$ cat src/rtl/alu_arbiter_pkg.sv
// Shared types and constants for the two-requester ALU arbiter.
// Holds the FSM state encoding, the ALU control codes and a grant helper.
package alu_arbiter_pkg;

  typedef enum logic [1:0] {
    ST_IDLE = 2'd0,
    ST_EXEC = 2'd1,
    ST_RESP = 2'd2
  } state_e;

  localparam logic [3:0] ALU_AND = 4'b0000;
  localparam logic [3:0] ALU_OR  = 4'b0001;
  localparam logic [3:0] ALU_ADD = 4'b0010;
  localparam logic [3:0] ALU_SUB = 4'b0110;

  function automatic logic [1:0] onehot2(input logic idx);
    return idx ? 2'b10 : 2'b01;
  endfunction

endpackage

$ cat src/rtl/alu_arbiter_if.sv
// Requester, response and shared-ALU signals of the arbiter.
// The arbiter uses the slave view; requesters plus the ALU use the master view.
interface alu_arbiter_if #(parameter int W = 32);
  logic [1:0]     req_valid;
  logic [1:0]     req_ready;
  logic [3:0]     req_aluop;
  logic [1:0]     req_fun7;
  logic [5:0]     req_fun3;
  logic [2*W-1:0] req_a;
  logic [2*W-1:0] req_b;
  logic [1:0]     rsp_valid;
  logic [1:0]     rsp_ready;
  logic [W-1:0]   rsp_data;
  logic           rsp_zero;
  logic [3:0]     alu_ctrl;
  logic [W-1:0]   alu_a;
  logic [W-1:0]   alu_b;
  logic [W-1:0]   alu_result;
  logic           alu_zero;

  modport slave (
    input  req_valid, req_aluop, req_fun7, req_fun3, req_a, req_b,
           rsp_ready, alu_result, alu_zero,
    output req_ready, rsp_valid, rsp_data, rsp_zero, alu_ctrl, alu_a, alu_b
  );

  modport master (
    output req_valid, req_aluop, req_fun7, req_fun3, req_a, req_b,
           rsp_ready, alu_result, alu_zero,
    input  req_ready, rsp_valid, rsp_data, rsp_zero, alu_ctrl, alu_a, alu_b
  );
endinterface

$ cat src/rtl/alu_op_decode.sv
// Combinational decode of {aluop, fun7, fun3} into the 4-bit ALU control code.
// Any code not listed maps to AND.
module alu_op_decode
  import alu_arbiter_pkg::*;
(
  input  logic [1:0] aluop,
  input  logic       fun7,
  input  logic [2:0] fun3,
  output logic [3:0] ctrl
);

  always_comb begin
    ctrl = ALU_AND;
    case ({aluop, fun7, fun3})
      6'b00_0_000: ctrl = ALU_ADD;
      6'b01_0_000: ctrl = ALU_SUB;
      6'b10_0_000: ctrl = ALU_ADD;
      6'b10_1_000: ctrl = ALU_SUB;
      6'b10_0_111: ctrl = ALU_AND;
      6'b10_0_110: ctrl = ALU_OR;
      default:     ctrl = ALU_AND;
    endcase
  end

endmodule

$ cat src/rtl/alu_arbiter.sv
// Round-robin arbiter sharing one combinational ALU between two requesters.
// Each operation walks IDLE (accept) -> EXEC (capture result) -> RESP (handshake).
module alu_arbiter
  import alu_arbiter_pkg::*;
#(
  parameter int W = 32
) (
  input  logic          clk,
  input  logic          reset,
  alu_arbiter_if.slave  bus
);

  state_e       state_q, state_d;
  logic         gnt_q, gnt_d;
  logic         last_q, last_d;
  logic [W-1:0] a_q, a_d;
  logic [W-1:0] b_q, b_d;
  logic [3:0]   ctrl_q, ctrl_d;
  logic [W-1:0] data_q, data_d;
  logic         zero_q, zero_d;
  logic [1:0]   req_ready_c;
  logic [1:0]   rsp_valid_c;

  // On contention the requester that did not win last time goes next.
  logic         gnt_idx;
  logic [1:0]   sel_aluop;
  logic         sel_fun7;
  logic [2:0]   sel_fun3;
  logic [3:0]   dec_ctrl;

  assign gnt_idx   = (bus.req_valid == 2'b11) ? ~last_q : bus.req_valid[1];
  assign sel_aluop = gnt_idx ? bus.req_aluop[3:2] : bus.req_aluop[1:0];
  assign sel_fun7  = gnt_idx ? bus.req_fun7[1]    : bus.req_fun7[0];
  assign sel_fun3  = gnt_idx ? bus.req_fun3[5:3]  : bus.req_fun3[2:0];

  alu_op_decode u_decode (
    .aluop (sel_aluop),
    .fun7  (sel_fun7),
    .fun3  (sel_fun3),
    .ctrl  (dec_ctrl)
  );

  always_comb begin
    // NOTE: every output of this block gets a default first so no latch is inferred.
    state_d     = state_q;
    gnt_d       = gnt_q;
    last_d      = last_q;
    a_d         = a_q;
    b_d         = b_q;
    ctrl_d      = ctrl_q;
    data_d      = data_q;
    zero_d      = zero_q;
    req_ready_c = 2'b00;
    rsp_valid_c = 2'b00;
    case (state_q)
      ST_IDLE: begin
        if (|bus.req_valid) begin
          req_ready_c = onehot2(gnt_idx);
          state_d     = ST_EXEC;
          gnt_d       = gnt_idx;
          last_d      = gnt_idx;
          a_d         = gnt_idx ? bus.req_a[2*W-1:W] : bus.req_a[W-1:0];
          b_d         = gnt_idx ? bus.req_b[2*W-1:W] : bus.req_b[W-1:0];
          ctrl_d      = dec_ctrl;
        end
      end
      ST_EXEC: begin
        data_d  = bus.alu_result;
        zero_d  = bus.alu_zero;
        state_d = ST_RESP;
      end
      ST_RESP: begin
        rsp_valid_c = onehot2(gnt_q);
        if (bus.rsp_ready[gnt_q]) state_d = ST_IDLE;
      end
      default: state_d = ST_IDLE;
    endcase
  end

  always_ff @(posedge clk or posedge reset) begin
    // NOTE: sequential state uses non-blocking assignments only.
    if (reset) begin
      state_q <= ST_IDLE;
      gnt_q   <= 1'b0;
      last_q  <= 1'b1;
      a_q     <= '0;
      b_q     <= '0;
      ctrl_q  <= 4'b0000;
      data_q  <= '0;
      zero_q  <= 1'b0;
    end else begin
      state_q <= state_d;
      gnt_q   <= gnt_d;
      last_q  <= last_d;
      a_q     <= a_d;
      b_q     <= b_d;
      ctrl_q  <= ctrl_d;
      data_q  <= data_d;
      zero_q  <= zero_d;
    end
  end

  // req_ready is combinational, so it is gated to stay low while reset is held.
  assign bus.req_ready = reset ? 2'b00 : req_ready_c;
  assign bus.rsp_valid = rsp_valid_c;
  assign bus.rsp_data  = data_q;
  assign bus.rsp_zero  = zero_q;
  assign bus.alu_ctrl  = ctrl_q;
  assign bus.alu_a     = a_q;
  assign bus.alu_b     = b_q;

endmodule
$ cat src/flat_wrapper.sv
// flat-port wrapper written by rule: the top's interface ports become plain ports
module alu_arbiter_flat import alu_arbiter_pkg::*;
#(
  parameter int W = 32
)
  (clk, reset, bus_req_valid, bus_req_aluop, bus_req_fun7, bus_req_fun3, bus_req_a, bus_req_b, bus_rsp_ready, bus_alu_result, bus_alu_zero, bus_req_ready, bus_rsp_valid, bus_rsp_data, bus_rsp_zero, bus_alu_ctrl, bus_alu_a, bus_alu_b);
  alu_arbiter_if #(.W(W)) bus_i ();
  input  logic clk;
  input  logic reset;
  input wire logic [$bits(bus_i.req_valid)-1:0] bus_req_valid;
  input wire logic [$bits(bus_i.req_aluop)-1:0] bus_req_aluop;
  input wire logic [$bits(bus_i.req_fun7)-1:0] bus_req_fun7;
  input wire logic [$bits(bus_i.req_fun3)-1:0] bus_req_fun3;
  input wire logic [$bits(bus_i.req_a)-1:0] bus_req_a;
  input wire logic [$bits(bus_i.req_b)-1:0] bus_req_b;
  input wire logic [$bits(bus_i.rsp_ready)-1:0] bus_rsp_ready;
  input wire logic [$bits(bus_i.alu_result)-1:0] bus_alu_result;
  input wire logic [$bits(bus_i.alu_zero)-1:0] bus_alu_zero;
  output wire logic [$bits(bus_i.req_ready)-1:0] bus_req_ready;
  output wire logic [$bits(bus_i.rsp_valid)-1:0] bus_rsp_valid;
  output wire logic [$bits(bus_i.rsp_data)-1:0] bus_rsp_data;
  output wire logic [$bits(bus_i.rsp_zero)-1:0] bus_rsp_zero;
  output wire logic [$bits(bus_i.alu_ctrl)-1:0] bus_alu_ctrl;
  output wire logic [$bits(bus_i.alu_a)-1:0] bus_alu_a;
  output wire logic [$bits(bus_i.alu_b)-1:0] bus_alu_b;
  assign bus_i.req_valid = bus_req_valid;
  assign bus_i.req_aluop = bus_req_aluop;
  assign bus_i.req_fun7 = bus_req_fun7;
  assign bus_i.req_fun3 = bus_req_fun3;
  assign bus_i.req_a = bus_req_a;
  assign bus_i.req_b = bus_req_b;
  assign bus_i.rsp_ready = bus_rsp_ready;
  assign bus_i.alu_result = bus_alu_result;
  assign bus_i.alu_zero = bus_alu_zero;
  assign bus_req_ready = bus_i.req_ready;
  assign bus_rsp_valid = bus_i.rsp_valid;
  assign bus_rsp_data = bus_i.rsp_data;
  assign bus_rsp_zero = bus_i.rsp_zero;
  assign bus_alu_ctrl = bus_i.alu_ctrl;
  assign bus_alu_a = bus_i.alu_a;
  assign bus_alu_b = bus_i.alu_b;
  alu_arbiter #(.W(W)) u_core (.clk(clk), .reset(reset), .bus(bus_i));
endmodule
$ cat config.mk
export PLATFORM = sky130hd
export DESIGN_NAME = alu_arbiter_flat
export DESIGN_NICKNAME = d
export VERILOG_FILES = /design/src/rtl/alu_arbiter_pkg.sv /design/src/rtl/alu_arbiter_if.sv /design/src/rtl/alu_op_decode.sv /design/src/rtl/alu_arbiter.sv /design/src/flat_wrapper.sv
export SDC_FILE = /design/constraint.sdc
export NUM_CORES = 1
export LEC_CHECK = 0
export ABC_AREA = 0
export BUFFER_PORTS_ARGS = -buffer_cell sky130_fd_sc_hd__buf_4
export CAP_MARGIN = 20
export CORE_ASPECT_RATIO = 0.5
export CORE_UTILIZATION = 40
export DETAILED_ROUTE_END_ITERATION = 16
export PLACE_DENSITY = 0.75
export REMOVE_ABC_BUFFERS = 1
export SETUP_SLACK_MARGIN = 0.02
export SLEW_MARGIN = 25
export SYNTH_ARGS = -nofsm -noshare
export SYNTH_HDL_FRONTEND = slang
export SYNTH_SLANG_ARGS = --single-unit
$ cat constraint.sdc
create_clock -name clk -period 2.77 [get_ports clk]
set_input_delay 0.1385 -clock clk [delete_from_list [all_inputs] [get_ports clk]]
set_output_delay 0.1385 -clock clk [all_outputs]
set_load 0.02 [all_outputs]
# Word-level counts from Yosys, hierarchy flattened
# Cells that the tools add are included.
dict set report classes {
  n_mux 18
  n_lt_le_gt_ge 1
  n_eq_ne 9
  n_reduce_logical 7
  bitwise_logic 1
}
# op n
set op_table {}
lappend op_table {{$mux W32} 2}
lappend op_table {{$eq A6 B6 Y1 const B} 3}
lappend op_table {{$mux W2} 9}
lappend op_table {{$pmux W3 S3} 1}
lappend op_table {{$eq A6 B5 Y1 const B} 1}
lappend op_table {{$logic_not A6 Y1} 1}
lappend op_table {{$pmux W2 S3} 1}
lappend op_table {{$reduce_or A2 Y1} 3}
lappend op_table {{$eq A2 B2 Y1 const B} 2}
lappend op_table {{$mux W1} 4}
lappend op_table {{$ne A2 B1 Y1 const B} 2}
lappend op_table {{$reduce_and A2 Y1} 2}
lappend op_table {{$mux W3} 1}
lappend op_table {{$eq A2 B1 Y1 const B} 1}
lappend op_table {{$logic_not A2 Y1} 1}
lappend op_table {{$lt A1 B2 Y1 const B} 1}
lappend op_table {{$not A1 Y1} 1}
dict set report word_totals {
  input_bits 179
  register_bits 105
  output_inout_bits 105
}

# Depth between registers and ports, before layout
# Gate-level depths: netlist (run 1).
dict set report depth {
  depth_word 6
  ltp_mapped 6
  depth_no_buf 4
}

# By module
# Synthesis (run 1) repeated with hierarchy kept, for this count alone.
dict set report hier_totals {
  hier_cells 487
  area_unflattened_um2 4901.0
}
# mod instances area_per_inst_um2 cells_each
set modules_own_cells {}
lappend modules_own_cells {alu_arbiter 1 4829.6 476}
lappend modules_own_cells {alu_op_decode 1 71.3 11}

# Least setup slack after synthesis (run 1)
# Ideal clock, no wire load.
dict set report synth_timing {
  path_type {input to output}
  from {input port reset}
  to {output port bus_req_ready[0]}
  required_time_ps 2632
  arrival_ps 2754
  path_slack_ps -122
  path_stages 2
  path_buffers 0
  cell_sequence {inv_1 and2_1}
}
dict set report synth_between {
  elab_chain_cells 1
}
# item line_no
set synth_lines {}
lappend synth_lines {{from (decl)} flat_wrapper.sv:9} ;# input logic reset;
lappend synth_lines {{$mux W2} alu_arbiter.sv:104} ;# assign bus.req_ready = reset ? 2'b00 : req_ready_c;
lappend synth_lines {{to (decl)} flat_wrapper.sv:19} ;# output wire logic [$bits(bus_i.req_ready)-1:0] bus_req_ready;
# Every way passes these cells.

# Final worst setup path (run 1)
dict set report layout_timing {
  from {register u_core.last_q}
  to {output port bus_req_ready[1]}
}
dict set report layout_between {
  elab_chain_cells 6
}
# item line_no
set layout_lines {}
lappend layout_lines {{from (decl)} alu_arbiter.sv:15} ;# logic last_q, last_d;
lappend layout_lines {{from (signal assigned)} alu_arbiter.sv:94} ;# last_q <= last_d;
lappend layout_lines {{$not A1 Y1} alu_arbiter.sv:31} ;# assign gnt_idx = (bus.req_valid == 2'b11) ? ~last_q : bus.req_valid[1];
lappend layout_lines {{$mux W1} alu_arbiter.sv:31}
lappend layout_lines {{$mux W2} alu_arbiter_pkg.sv:17} ;# return idx ? 2'b10 : 2'b01;
lappend layout_lines {{$mux W2} alu_arbiter.sv:57} ;# if (|bus.req_valid) begin
lappend layout_lines {{$mux W2} alu_arbiter.sv:55} ;# case (state_q)
lappend layout_lines {{$mux W2} alu_arbiter.sv:104}
# Every way passes these cells.

==> impl_metrics.env, run 1 <==
export IMPL_outcome="finished, final reports clean"
export IMPL_die_area_um2=12610
export IMPL_r2r_slack_ns=0.70
export IMPL_ys_flop_type="dfrtp_1"
export IMPL_clk_latency_ns=0.34
export IMPL_hold_path_class="primary input to flip-flop"
export IMPL_synth_edf_count=0
export IMPL_drc=0
export IMPL_crit_path_end_kind="output pin"
export IMPL_post_route_cells_drive_above_1_share=0.5504
export IMPL_drt_wirelength_per_cell_um=16.43
export IMPL_synthTopCellsByArea="dfrtp_1 53%, a221o_1 13%, mux2_2 7.9%, nor3_2 5.6%, inv_1 5.2%"
export IMPL_cts_max_level=3
export IMPL_post_synth_top_count_cell="dfrtp_1"
export IMPL_clk_path_buf_depth=2
export IMPL_setup_viol_count_final=0
export IMPL_critPathLaunchType="flip-flop"
export IMPL_min_period_over_period=0.7476
export IMPL_layout_nets=859
export IMPL_cts_sinks=104
export IMPL_initial_core_util=0.4111
export IMPL_clkSlewWorstSetupHoldPaths_ns=0.07
export IMPL_relSlewSlack=0.4045
export IMPL_gr_usage_all_layers=0.2198
export IMPL_skew_ns=0.007266
export IMPL_synth_top_area_frac=0.5311
export IMPL_fin_ws_ns=0.6992
export IMPL_min_path_cells=2
export IMPL_hold_viol=0
export IMPL_die_w_um=157.8
export IMPL_portBuffers=282
export IMPL_rsz0062_at_grt="no"
export IMPL_p_per_area_nw_per_um2=1137
export IMPL_cp_depth=4
export IMPL_async_reset_ff_frac=1.000
export IMPL_grt_pass1_wl_um=21180
export IMPL_die_y_um=79.89
export IMPL_finalInstanceArea_um2=7352
export IMPL_hold_end="u_core.bus.alu_b[9]$_DFFE_PP0P_"
export IMPL_dpl_hpwl_um=10460
export IMPL_clock_fmax_mhz=482.9
export IMPL_vias=4274
export IMPL_synth_seq_cells=104
export IMPL_instances_no_fill=850
export IMPL_cp_max_fo=25
export IMPL_pre_cts_ws_ns=0.7105
export IMPL_cp_data_required_time_ns=2.63
export IMPL_timing_rr_end="u_core.bus.alu_b[13]$_DFFE_PP0P_"
export IMPL_antenna_found_initial=0
export IMPL_maxCapViolations=0
export IMPL_static_leakage_power_nw=3.713
export IMPL_yosys_cell_types_count=35
export IMPL_synth_largest_area_cell="dfrtp_1"
export IMPL_cp_cell_sequence="a21bo_2 > buf_12 > nor3_1 > buf_4"
export IMPL_final_max_slew_viol_count=0
export IMPL_syn_avg_cell_area_um2=11.84
export IMPL_r2r_start="u_core.state_q[1]$_DFFE_PP0P_"
export IMPL_cpLargestDelayFamily="flip-flops"
export IMPL_syn_area_um2=4853
export IMPL_cts_tree="built"
export IMPL_dr_pass1_iters=4
export IMPL_routabilityCongestion=0.8406
export IMPL_netlist_top_cells_count="103 x dfrtp_1, 67 x inv_1, 64 x a221o_1, 39 x nor3_1, 34 x mux2_2"
export IMPL_dp_cells=833
export IMPL_vias_per_cell=5.028
export IMPL_synth_seq_area_share=0.5365
export IMPL_placed_cell_area_um2=7043
export IMPL_finalWirelength_um=13970
export IMPL_critPathBufInv=2
export IMPL_core_area_um2=11810
export IMPL_clock_tree_root_cell="clkbuf_16"
export IMPL_r2r_cells=4
export IMPL_area_growth_syn_to_layout_pct=51.48
export IMPL_grt_pass1_vias=4205
export IMPL_worst_ep_arrival_time_ns=1.93
export IMPL_yosysWarnings=0
export IMPL_pin_count=284
export IMPL_numCtsBuffers=9
export IMPL_tightest_slew_ns=0.8932
export IMPL_peakVddDrop_uv=544.6
export IMPL_netlist_instances=410
export IMPL_antenna_cells=0
export IMPL_postRouteAntennaNets=0
export IMPL_grt_max_degree=44
export IMPL_slowest_stage="dfstp_2"
export IMPL_crit_type="flip-flop to output pin"
export IMPL_num_rows=28
export IMPL_initialDrtViolationCount=211
export IMPL_grt_overflow=0
export IMPL_postCtsSetupBuffers=0
export IMPL_period_minus_slack_ns=2.071
export IMPL_min_from="bus_req_b[9]"
export IMPL_whs_ns=0.02270
export IMPL_cpPeakStageDelay_ns=0.55
## timing repair
action | 4_1_cts | 5_1_grt
hold endpoints to repair | 35 | 0
gates resized for setup | 0 | 0
hold buffers | 1 | 0
## cell type report
| type | instances | area [um^2] |
|---|---|---|
| Fill cell | 977 | 4454 |
| Sequential cell | 104 | 2604 |
| Timing Repair Buffer | 294 | 2235 |
| Multi-Input combinational cell | 204 | 1754 |
| Inverter | 67 | 254.0 |
| Clock buffer | 10 | 229.0 |
| Tap cell | 165 | 206.4 |
| Clock inverter | 6 | 70.07 |
## power by group
group / internal [W] / switching, W / total, W
combinational: 0.00204 / 0.00232 / 0.00436
clock: 0.000704 / 0.000562 / 0.00127
sequential: 0.00229 / 0.000451 / 0.00274
total: 0.00503 / 0.00333 / 0.00836
## how the worst max path moves through the flow
stage	to	from	slack [ns]
after floorplan	bus_req_ready[0]	reset	-0.12
after global placement	u_core.bus.alu_b[10]$_DFFE_PP0P_	u_core.state_q[0]$_DFFE_PP0P_	0.78
after detailed placement	u_core.bus.alu_a[1]$_DFFE_PP0P_	u_core.state_q[0]$_DFFE_PP0P_	0.71
after CTS	bus_req_ready[1]	u_core.last_q$_DFFE_PP1P_	0.68
after global routing	u_core.bus.alu_b[19]$_DFFE_PP0P_	u_core.state_q[1]$_DFFE_PP0P_	0.59
final	bus_req_ready[1]	u_core.last_q$_DFFE_PP1P_	0.70
## per-stage QoR
step / utilization / TNS (ns) / power [W]
after detailed placement: 0.5965 / 0 / 0.007157
after CTS: 0.6227 / 0 / 0.008446
after floorplan: - / -11.52 / 0.005195
after global routing: 0.6227 / 0 / 0.008840
final: 0.6227 / 0 / 0.008361
after global placement: 0.5965 / 0 / 0.007065
## kinds of logic after synthesis
| family | Yosys count | synth area share |
|---|---|---|
| flip-flops | 104 | 0.5365 |
| buffers and inverters | 102 | 0.1029 |
| AND/OR/NAND/NOR | 91 | 0.1289 |
| AO/OA/AOI/OAI | 77 | 0.1500 |
| multiplexers | 35 | 0.08095 |
| other | 1 | 0.0007727 |
## state kept, by name (all words and copies together) (netlist names)
name and count:
u_core.bus.rsp_data 32, u_core.bus.alu_a 32, u_core.last_q 1, u_core.bus.alu_ctrl 3, u_core.gnt_q 1, u_core.bus.rsp_zero 1
u_core.state_q 2, u_core.bus.alu_b 32
## cell usage in the layout, fill, tap and decap left out, types with 3 or more instances in the layout
master,Yosys,layout
a21oi_1,3,3
a221o_1,64,64
a31oi_1,3,3
buf_4,5,291
clkbuf_16,0,9
clkinvlp_4,0,3
dfrtp_1,103,103
inv_1,67,66
mux2_2,34,34
nand2b_1,3,3
nor2_1,4,4
nor3_1,39,39
nor3_2,27,27
## layer usage
layer | track usage | vias up | share of wire
met4 | 0.07573 | 0 | 0.020
met1 | 0.2696 | 2068 | 0.40
met5 | 0 | - | 0
met3 | 0.04995 | 29 | 0.061
li1 | - | 2017 | -
met2 | 0.3819 | 160 | 0.51
Power figures use the tool's default switching activity.
==> inputs of run 2 (changes only) <==
PLACE_DENSITY = 0.72   (was 0.75)
clock period = 2.1 ns   (was 2.77 ns; I/O delays follow)
==> run 2 against run 1 <==
Register-to-register slack lost 0.22 ns. Wire length is 14% higher. Combinational power rose by 40%. Critical endpoint unchanged. Largest cell class is now non-clock buffers. Largest power group unchanged.
==> impl_metrics.env, run 2 (synthesis results as in run 1) <==
export IMPL_outcome="finished, final reports clean"
export IMPL_initialDrtViolationCount=226
export IMPL_gr_usage_all_layers=0.2473
export IMPL_antenna_found_initial=0
export IMPL_r2r_start="u_core.state_q[0]$_DFFE_PP0P_"
export IMPL_pin_count=284
export IMPL_numCtsBuffers=9
export IMPL_min_from="bus_req_a[15]"
export IMPL_cts_tree="built"
export IMPL_die_y_um=79.89
export IMPL_vias_per_cell=5.003
export IMPL_drt_wirelength_per_cell_um=16.81
export IMPL_final_max_slew_viol_count=0
export IMPL_cts_sinks=104
export IMPL_cts_max_level=3
export IMPL_final_util=0.7067
export IMPL_cp_max_fo=16
export IMPL_crit_path_end_kind="output pin"
export IMPL_grt_max_degree=73
export IMPL_area_growth_syn_to_layout_pct=71.90
export IMPL_instances_no_fill=944
export IMPL_drc=0
export IMPL_cts_hold_buf=90
export IMPL_setup_viol_count_final=0
export IMPL_dp_cells=835
export IMPL_post_route_cells_drive_above_1_share=0.4878
export IMPL_die_area_um2=12610
export IMPL_clk_path_buf_depth=2
export IMPL_rsz0062_at_grt="no"
export IMPL_maxCapViolations=0
export IMPL_postCtsSetupBuffers=0
export IMPL_r2r_cells=4
export IMPL_skew_ns=0.01055
export IMPL_fin_ws_ns=0.1871
export IMPL_worst_ep_arrival_time_ns=1.81
export IMPL_postRouteAntennaNets=0
export IMPL_die_w_um=157.8
export IMPL_clk_latency_ns=0.34
export IMPL_slowest_stage="or2_2"
export IMPL_power_w=0.01139
export IMPL_timing_rr_end="u_core.bus.alu_b[8]$_DFFE_PP0P_"
export IMPL_crit_start="u_core.state_q[1]$_DFFE_PP0P_"
export IMPL_cpLargestDelayFamily="simple AND/OR/NAND/NOR gates"
export IMPL_num_rows=28
export IMPL_critPathLaunchType="flip-flop"
export IMPL_initial_core_util=0.4111
export IMPL_crit_type="flip-flop to output pin"
export IMPL_cp_cell_sequence="or2_2 > nor3_1 > buf_4"
export IMPL_hold_viol=0
export IMPL_layout_nets=953
export IMPL_grt_overflow=0
export IMPL_hold_end="u_core.bus.alu_a[15]$_DFFE_PP0P_"
export IMPL_static_leakage_power_nw=4.129
export IMPL_final_common_cell="buf_4"
export IMPL_dr_pass1_iters=4
export IMPL_cp_data_required_time_ns=2.00
export IMPL_peakVddDrop_uv=660.9
export IMPL_period_minus_slack_ns=1.913
export IMPL_min_period_over_period=0.9109
export IMPL_clock_fmax_mhz=522.8
export IMPL_pre_cts_ws_ns=0.4971
export IMPL_min_path_cells=2
export IMPL_antenna_cells=0
export IMPL_finalWirelength_um=15870
export IMPL_critPathBufInv=1
export IMPL_grt_pass1_vias=4850
export IMPL_core_area_um2=11810
export IMPL_hold_path_class="primary input to flip-flop"
export IMPL_dpl_hpwl_um=10390
export IMPL_r2r_slack_ns=0.48
export IMPL_vias=4723
export IMPL_portBuffers=282
export IMPL_grt_pass1_wl_um=23940
export IMPL_routabilityCongestion=0.7891
export IMPL_clock_tree_root_cell="clkbuf_16"
export IMPL_clkSlewWorstSetupHoldPaths_ns=0.08
export IMPL_layout_common_cells="288 x buf_4, 103 x dfrtp_1, 93 x dlygate4sd3_1, 66 x inv_1, 64 x a221o_1"
export IMPL_p_per_area_nw_per_um2=1365
export IMPL_cts_resized=0
export IMPL_cpPeakStageDelay_ns=0.51
[run 2: changes by cell type in the layout (fill, tap and decap cells not counted), sizes merged]
| cell | before | now |
|---|---|---|
| clkinvlp | 3 | 2 |
| dlygate4sd3 | 1 | 93 |
| bufinv | 1 | 0 |
| inv | 67 | 69 |
| buf | 293 | 295 |
[run 2: layout make-up]
| class | instances | area, um^2 |
|---|---|---|
| Multi-Input combinational cell | 204 | 1754 |
| Timing Repair Buffer | 388 | 3233 |
| Clock inverter | 6 | 52.55 |
| Tap cell | 165 | 206.4 |
| Sequential cell | 104 | 2604 |
| Clock buffer | 10 | 239.0 |
| Inverter | 67 | 254.0 |
| Fill cell | 859 | 3463 |
[run 2: per-stage QoR]
| step | setup TNS, ns | area [um^2] | hold slack (ns) |
|---|---|---|---|
| after detailed placement | 0 | 7121 | 0.1701 |
| after CTS | 0 | 8313 | 0.0003781 |
| after global routing | 0 | 8343 | 0.00009853 |
| after floorplan | -99.52 | 4606 | 0.2502 |
| final | 0 | 8343 | 0.006276 |
| after global placement | 0 | 7121 | 0.1683 |
[run 2: where the power goes]
part | switching [W] | leakage, nW | internal, W
Clock | 0.000790 | 0.137 | 0.000855
Combinational | 0.00317 | 2.73 | 0.00295
Sequential | 0.000606 | 1.26 | 0.00302
[run 2: routing by layer]
metal  vias up  routed length, um  track usage
met2       169               8483       0.4537
met4         0                459       0.1010
met5         -                  0            0
li1       2212                  -            -
met3        40                587      0.04669
met1      2302               6342       0.2850
[run 2: worst max path at each step]
stage,end,slack [ns],cells after the start
5_1_grt,bus_req_ready[1],0.08,3
3_5_place_dp,u_core.bus.alu_b[4]$_DFFE_PP0P_,0.50,4
4_1_cts,bus_req_ready[1],0.21,3
3_3_place_gp,u_core.bus.alu_b[11]$_DFFE_PP0P_,0.55,4
2_1_floorplan,u_core.bus.alu_a[0]$_DFFE_PP0P_,-0.75,1
6_report,bus_req_ready[1],0.19,3
==> inputs of run 3 (changes only) <==
CORE_MARGIN = 3   (was not set)
CORE_UTILIZATION = 25   (was 40)
PLACE_DENSITY = 0.49   (was 0.72)
SKIP_CTS_REPAIR_TIMING = 1   (was not set)
==> run 3 against run 2 <==
Sequential share of layout area decreased by 0.67 points. Sequential power barely moved. Setup slack got worse by 0.017 ns. Register-to-register slack worse by 0.04 ns. Combinational power barely moved. Critical path type unchanged. Critical endpoint unchanged. Largest cell class unchanged. Highest routed layer unchanged.
==> impl_metrics.env, run 3 (synthesis results as in run 1) <==
export IMPL_initial_core_util=0.2596
export IMPL_drc=0
export IMPL_worst_ep_arrival_time_ns=1.82
export IMPL_outcome="finished, final reports clean"
export IMPL_core_area_um2=18700
export IMPL_grt_pass1_wl_um=24840
export IMPL_layout_common_cells="286 x buf_4, 103 x dfrtp_1, 97 x dlygate4sd3_1, 66 x inv_1, 64 x a221o_1"
export IMPL_vias=4577
export IMPL_dr_pass1_iters=4
export IMPL_relSlewSlack=0.6115
export IMPL_static_leakage_power_nw=4.156
export IMPL_tightest_slew_ns=0.5827
export IMPL_layout_nets=955
export IMPL_cp_data_required_time_ns=2.00
export IMPL_final_common_cell="buf_4"
export IMPL_rsz0062_at_grt="no"
export IMPL_die_w_um=203.0
export IMPL_period_minus_slack_ns=1.930
export IMPL_finalWirelength_um=17140
export IMPL_grt_overflow=0
export IMPL_die_y_um=104.5
export IMPL_finalInstanceArea_um2=8526
export IMPL_initialDrtViolationCount=230
export IMPL_gr_usage_all_layers=0.1487
export IMPL_dpl_hpwl_um=11750
export IMPL_grt_pass1_vias=4266
export IMPL_pin_count=284
export IMPL_fin_ws_ns=0.1703
export IMPL_routabilityCongestion=0.7533
export IMPL_p_per_area_nw_per_um2=1357
export IMPL_clkSlewWorstSetupHoldPaths_ns=0.07
export IMPL_numCtsBuffers=9
export IMPL_post_route_cells_drive_above_1_share=0.4840
export IMPL_crit_path_end_kind="output pin"
export IMPL_grt_max_degree=105
export IMPL_setup_viol_count_final=0
export IMPL_final_util=0.4559
export IMPL_critPathLaunchType="flip-flop"
export IMPL_fillers=1742
export IMPL_pre_cts_ws_ns=0.4427
export IMPL_cts_max_level=3
export IMPL_final_max_slew_viol_count=0
export IMPL_clock_fmax_mhz=518.2
export IMPL_cts_sinks=104
export IMPL_portBuffers=282
export IMPL_antenna_found_initial=0
export IMPL_cts_tree="built"
export IMPL_skew_ns=0.01101
export IMPL_clk_path_buf_depth=2
export IMPL_postRouteAntennaNets=0
export IMPL_drt_wirelength_per_cell_um=16.48
export IMPL_die_area_um2=21220
export IMPL_vias_per_cell=4.401
export IMPL_peakVddDrop_uv=542.1
export IMPL_antenna_cells=0
export IMPL_cp_max_fo=18
export IMPL_clk_latency_ns=0.34
export IMPL_area_growth_syn_to_layout_pct=75.66
export IMPL_placed_cell_area_um2=7232
export IMPL_maxCapViolations=0
export IMPL_clock_tree_root_cell="clkbuf_16"
export IMPL_hold_path_class="primary input to flip-flop"
export IMPL_min_period_over_period=0.9189
export IMPL_crit_type="flip-flop to output pin"
export IMPL_num_rows=35
export IMPL_hold_viol=0
## run 3: worst max-delay path, stage by stage, from the launching register on
cell     delay [ns]
dfrtp_1        0.43
or2_2          0.43
buf_4          0.25
nor3_1         0.19
buf_4          0.17
## run 3: metrics by stage
step	hold slack [ns]	setup TNS (ns)	cells	total power [W]
2_1_floorplan	0.2502	-99.52	375	0.006852
5_1_grt	0.0002396	0	1040	0.01225
3_5_place_dp	0.3380	0	927	0.009696
4_1_cts	-0.03906	0	943	0.01159
3_3_place_gp	0.3349	0	927	0.009627
6_report	0.0002249	0	1040	0.01157
## run 3: power by group
part / internal (W) / total, W / switching, W / leakage (nW)
Combinational: 0.00291 / 0.00612 / 0.00321 / 2.75
Sequential: 0.00302 / 0.00361 / 0.000590 / 1.26
Clock: 0.00108 / 0.00184 / 0.000762 / 0.152
Total: 0.00701 / 0.0116 / 0.00456 / 4.16
## run 3: path summary, 6_finish.rpt
kind | start | endpoint | slack [ns] | depth (start not counted)
worst max-delay path | u_core.state_q[1]$_DFFE_PP0P_ | bus_req_ready[1] | 0.17 | 4
worst min-delay path | bus_req_b[4] | u_core.bus.alu_b[4]$_DFFE_PP0P_ | 0.0002 | 2
worst max register to register | u_core.last_q$_DFFE_PP1P_ | u_core.bus.alu_a[29]$_DFFE_PP0P_ | 0.44 | 4
worst min register to register | u_core.bus.rsp_data[1]$_DFFE_PP0N_ | u_core.bus.rsp_data[1]$_DFFE_PP0N_ | 0.50 | 1
max in group asynchronous | reset | u_core.bus.rsp_data[5]$_DFFE_PP0N_ | 1.16 | 4
min in group asynchronous | reset | u_core.bus.alu_a[28]$_DFFE_PP0P_ | 0.49 | 4
## run 3: cell type report
class / instances / area (um^2) / area share
timing repair buffer: 390 / 3258 / 0.3822
sequential: 104 / 2604 / 0.3054
multi-input combinational: 204 / 1763 / 0.2068
tap: 259 / 324.1 / 0.03801
inverter: 67 / 254.0 / 0.02979
clock buffer: 11 / 242.7 / 0.02847
clock inverter: 5 / 80.08 / 0.009392
## run 3: per-layer routing
metal	track usage	vias to the layer above	part of all wire
li1	-	2205	-
met1	0.1865	2244	0.40
met2	0.2603	110	0.54
met3	0.03407	18	0.040
met4	0.03631	0	0.016
met5	0	-	0
